===== src/rtl/clock_period_meter.sv =====
// Measures the half-period of a slow asynchronous square wave in boardCLK cycles
// and reports it as a divider value, with lock and loss-of-signal indication.
module clock_period_meter #(
   parameter logic [31:0] TIMEOUT = 32'd50_000_000,
   parameter logic [31:0] TOL     = 32'd1
) (
   input  logic        boardCLK,
   input  logic        boardRST_n,
   input  logic        clk_in,
   output logic [31:0] divider_out,
   output logic        valid,
   output logic        locked,
   output logic        timeout
);

   typedef enum logic [1:0] {
      IDLE,
      MEASURE,
      LOCKED
   } state_t;

   state_t      state;
   state_t      state_nxt;

   logic        s1;
   logic        s2;
   logic        s3;
   logic        edge_seen;

   logic [31:0] cnt;
   logic [31:0] hprev;
   logic        hprev_vld;
   logic [31:0] diff;
   logic        match;
   logic        cnt_at_limit;

   always_ff @(posedge boardCLK) begin
      if (!boardRST_n) begin
         s1 <= 1'b0;
         s2 <= 1'b0;
         s3 <= 1'b0;
      end else begin
         s1 <= clk_in;
         s2 <= s1;
         s3 <= s2;
      end
   end

   // Both transitions of clk_in count, so each measurement is a half-period.
   assign edge_seen    = s2 ^ s3;
   assign cnt_at_limit = (cnt == TIMEOUT);

   always_comb begin
      diff = '0;
      if (cnt >= hprev) begin
         diff = cnt - hprev;
      end else begin
         diff = hprev - cnt;
      end
   end

   assign match = hprev_vld && (diff <= TOL);

   always_ff @(posedge boardCLK) begin
      if (!boardRST_n) begin
         state <= IDLE;
      end else begin
         state <= state_nxt;
      end
   end

   always_comb begin
      state_nxt = state;
      case (state)
         IDLE: begin
            if (edge_seen) begin
               state_nxt = MEASURE;
            end
         end
         MEASURE, LOCKED: begin
            if (edge_seen) begin
               state_nxt = match ? LOCKED : MEASURE;
            end else if (cnt_at_limit) begin
               state_nxt = IDLE;
            end
         end
         default: state_nxt = IDLE;
      endcase
   end

   // An edge coinciding with cnt == TIMEOUT is a valid measurement, not a loss.
   always_ff @(posedge boardCLK) begin
      if (!boardRST_n) begin
         cnt         <= '0;
         hprev       <= '0;
         hprev_vld   <= 1'b0;
         divider_out <= '0;
         valid       <= 1'b0;
         timeout     <= 1'b0;
      end else begin
         valid <= 1'b0;
         case (state)
            IDLE: begin
               if (edge_seen) begin
                  cnt     <= 32'd1;
                  timeout <= 1'b0;
               end
            end
            default: begin
               if (edge_seen) begin
                  divider_out <= cnt - 32'd1;
                  valid       <= 1'b1;
                  hprev       <= cnt;
                  hprev_vld   <= 1'b1;
                  cnt         <= 32'd1;
               end else if (cnt_at_limit) begin
                  timeout   <= 1'b1;
                  hprev_vld <= 1'b0;
               end else begin
                  cnt <= cnt + 32'd1;
               end
            end
         endcase
      end
   end

   assign locked = (state == LOCKED);

endmodule


===== config.mk =====
export PLATFORM = sky130hd
export DESIGN_NAME = clock_period_meter
export DESIGN_NICKNAME = d
export VERILOG_FILES = /design/src/rtl/clock_period_meter.sv
export SDC_FILE = /design/constraint.sdc
export NUM_CORES = 1
export LEC_CHECK = 0
export ABC_AREA = 1
export CELL_PAD_IN_SITES_DETAIL_PLACEMENT = 0
export CELL_PAD_IN_SITES_GLOBAL_PLACEMENT = 1
export CORE_MARGIN = 10
export CORE_UTILIZATION = 47
export DETAILED_ROUTE_END_ITERATION = 8
export GPL_TIMING_DRIVEN = 1
export HOLD_SLACK_MARGIN = 0.08
export PLACE_DENSITY = 0.95
export SETUP_SLACK_MARGIN = 0.02
export SYNTH_ARGS = -nofsm -noshare
export SYNTH_HDL_FRONTEND = slang
export SYNTH_SLANG_ARGS = --single-unit

===== constraint.sdc =====
create_clock -name boardCLK -period 7.3 [get_ports boardCLK]
set_input_delay 1.095 -clock boardCLK [delete_from_list [all_inputs] [get_ports boardCLK]]
set_output_delay 1.095 -clock boardCLK [all_outputs]
set_load 0.01 [all_outputs]

==> key figures <==
Synth
  • Syn Nets: 1,829
  • Synthesized area: 10,000 µm²
  • Number of synthesized flops with an enable pin: 0
  • Synth top area cells: nand2_1 (24%), dfxtp_1 (21%), inv_1 (11%)
  • Cell count after synthesis: 1,755
  • FFs w/ async S/R, synth: 0%
  • #FFs+latches synth: 104
  • Area leader, netlist: nand2_1
  • Area fraction of the dominant cell type after synthesis: 24.0%
  • Syn. warnings: 0
  • Avg Cell Area, Syn: 5.72 µm²
  • Post-synth top flop: dfxtp_1
  • Seq/Total Area, Yosys: 20.7%
  • Synth cell types: 48

STA
  • Fmax: 291 MHz
  • Sum Neg Setup Slack: 0 ns
  • Clk_skew: 0.0123 ns
  • Final min period: 3.43 ns
  • Final setup fails: 0
  • Slew Limit Fails: 0
  • Final Worst Setup Slack: 3.87 ns
  • Unrepaired setup endpoints after global routing: no
  • Final hold viol count: 0
  • Tcrit/Tclk final: 47.0%
  • Slew margin rel.: 60.8%
  • Slew @ Worst Pin: 0.589 ns

Critical path
  • R2R Path Start: cnt[0]
  • Worst-path fanout max: 16
  • R2r worst-path depth: 18
  • Critical Path Start: cnt[0]
  • CP Cell Sequence: inv_1 > ha_1 > inv_1 > fa_1 > nand3_1 > nand2_1 > nand2_2 > nand2_2 > nand2_4 > nand3_4 > a21oi_4 > nand2_1 > a21oi_2 > nand3_1 > nor2_2 > nand2_1 > nand2_1 > a21oi_1
  • Most frequent CP cell: nand2_1
  • WP data required: 7.53 ns
  • Crit start category: flop
  • Crit path DAT: 3.66 ns
  • Worst path slowest cell: fa_1
  • Critical path's largest stage delay: 0.49 ns
  • Crit. End Element: flop
  • Path type of the worst setup path: flop to flop

Global route
  • Largest net degree at the start of global routing: 56
  • Vias in the first global route: 10.1k
  • Total gr overflow: 0
  • Antenna violations before repair: 0
  • First-pass GRT wire length: 52.2 mm
  • GR Util All Layers: 22.7%

Final layout
  • Fraction of layout cells with a size suffix above 1: 4.74%
  • Area grow syn2layout: 8.84%
  • Nets: 1,841
  • Most frequent cells in the layout: nand2_1 (643), inv_1 (300), nor2_1 (108), nand3_1 (108), a21oi_1 (105)
  • Antenna cell count: 0
  • Fillers: 2,259
  • Commonest non-fill, non-tap cell in the layout: nand2_1
  • Area of the multi-input gates: 6580 µm²
  • Register area: 2080 µm²

Placement
  • Post-Place Worst Slack: 3.86 ns
  • Gpl congestion: 0.975
  • Port Buffers: 37
  • Dpl hpwl: 26.4 mm

Clocking
  • Sink Count: 104
  • Clk_lat worst skew: 0.36 ns
  • Worst-case clock buffer depth: 2
  • Root buffer cell: clkbuf_16
  • CTS tree: done
  • Clock-pin slew on the worst setup and hold paths: 0.08 ns
  • Cts hold-fix bufs: 0
  • CTS Buf Count: 9
  • Post-CTS setup buffer count: 0
  • Post-CTS sizing: 0
  • Htree depth: 3

Pwr
  • Power per standard cell area: 187 nW/µm²
  • Peak VDD IR: 0.138 mV
  • Pleak: 5.72 nW

Route
  • Drc violations: 0
  • Post-Route WL: 32.6 mm
  • WL per Instance: 15.9 µm
  • Iter 0 DRT Violations: 1,102
  • Drt pass-1 iters: 7
  • Detail Route Antenna Nets: 0
  • Vias per Instance: 5.30
  • Via count: 10.8k

Run status
  • Status: completed

Floorplanning
  • DIE WIDTH: 166 µm
  • Core Box Area: 21,000 µm²
  • Die H: 166 µm
  • Die area: 27,600 µm²
  • Initial Util: 47.8%
  • Io pins: 38
  • Site row count: 53

Run
  • Max Cap Viol: 0

Min path
  • Hold Path Class: flop to flop
  • Worst hold stages: 2
  • Worst hold start: s1
==> state kept, by name, indices dropped and copies added (netlist names) <==
register,count
cnt,32
s3,1
hprev_vld,1
timeout,1
divider_out,32
s1,1
state,2
valid,1
s2,1
hprev,32
==> per-layer routing <==
| layer | vias to the layer above | global-route usage [%] | part of all wire [%] |
|---|---|---|---|
| met5 | - | 0 | 0 |
| met4 | 0 | 9.32 | 3.9 |
| met3 | 81 | 3.36 | 6.6 |
| met2 | 393 | 35.5 | 43 |
| met1 | 4815 | 30.5 | 47 |
| li1 | 5558 | - | - |
==> kinds of logic after synthesis <==
group	Yosys count	synth area share, %
buffers and inverters	356	13.8
xor gates and xnor gates	20	1.74
adders and majority gates	71	8.99
AOI/OAI and AO/OA	227	13.1
DFF	104	20.7
and+or+nand+nor	977	41.7
==> per-stage QoR <==
step | utilization (%) | hold slack, ns | total power, W | cell area (µm²) | cells
2_1_floorplan | - | 0.390 | 0.00128 | 10000 | 1755
5_1_grt | 52.0 | 0.451 | 0.00219 | 10900 | 2047
4_1_cts | 52.0 | 0.425 | 0.00205 | 10900 | 2047
3_3_place_gp | 50.4 | 0.395 | 0.00149 | 10600 | 2031
3_5_place_dp | 50.4 | 0.404 | 0.00150 | 10600 | 2031
6_report | 52.0 | 0.419 | 0.00205 | 10900 | 2047
==> worst paths after layout <==
check                   to  slack (ns)
setup / recovery  state[0]        3.87
setup reg to reg  state[0]        3.87
hold / removal          s2        0.42
hold reg to reg         s2        0.42
==> cell usage after synthesis, types with 4 or more instances <==
cell and n:
nor3_1 27, nor3_2 6, o21ai_1 4, o21ai_0 54
nor2_2 8, inv_2 10, nand3b_1 4, buf_4 7
o211ai_1 10, nor2_1 109, a31oi_1 17, or2_2 4
a221oi_1 6, clkinv_1 4, nand2_1 643, nand3_1 108
a21oi_2 4, dfxtp_1 104, xor2_1 20, nor2_4 8
buf_2 7, clkbuf_1 19, nand2_2 8, a21oi_1 105
a211oi_1 8, nor4_1 6, ha_1 69, o21bai_1 7
nand4_1 35, buf_1 5, inv_1 300
==> worst max-delay path, delay by kind of cell (launching register included) <==
family	cells	cell delay, ns
and+or+nand+nor	11	1.25
adders and majority gates	2	0.69
AOI/OAI and AO/OA	3	0.66
DFF	1	0.36
buffers and inverters	2	0.35
==> power by group <==
group | internal [W] | switching (W) | total, W
clock | 0.000309 | 0.000245 | 0.000554
sequential | 0.000584 | 0.0000116 | 0.000595
combinational | 0.000290 | 0.000610 | 0.000900
==> cell type report <==
cell class | count | share of cell area, %
repair buffers | 42 | 3.69
inverters | 315 | 10.8
clock buffers | 9 | 2.06
clock inverters | 7 | 1.04
flip-flops and latches | 104 | 19.0
multi-input cells | 1295 | 60.2
well taps | 275 | 3.15
(Power assumes the default switching activity.)
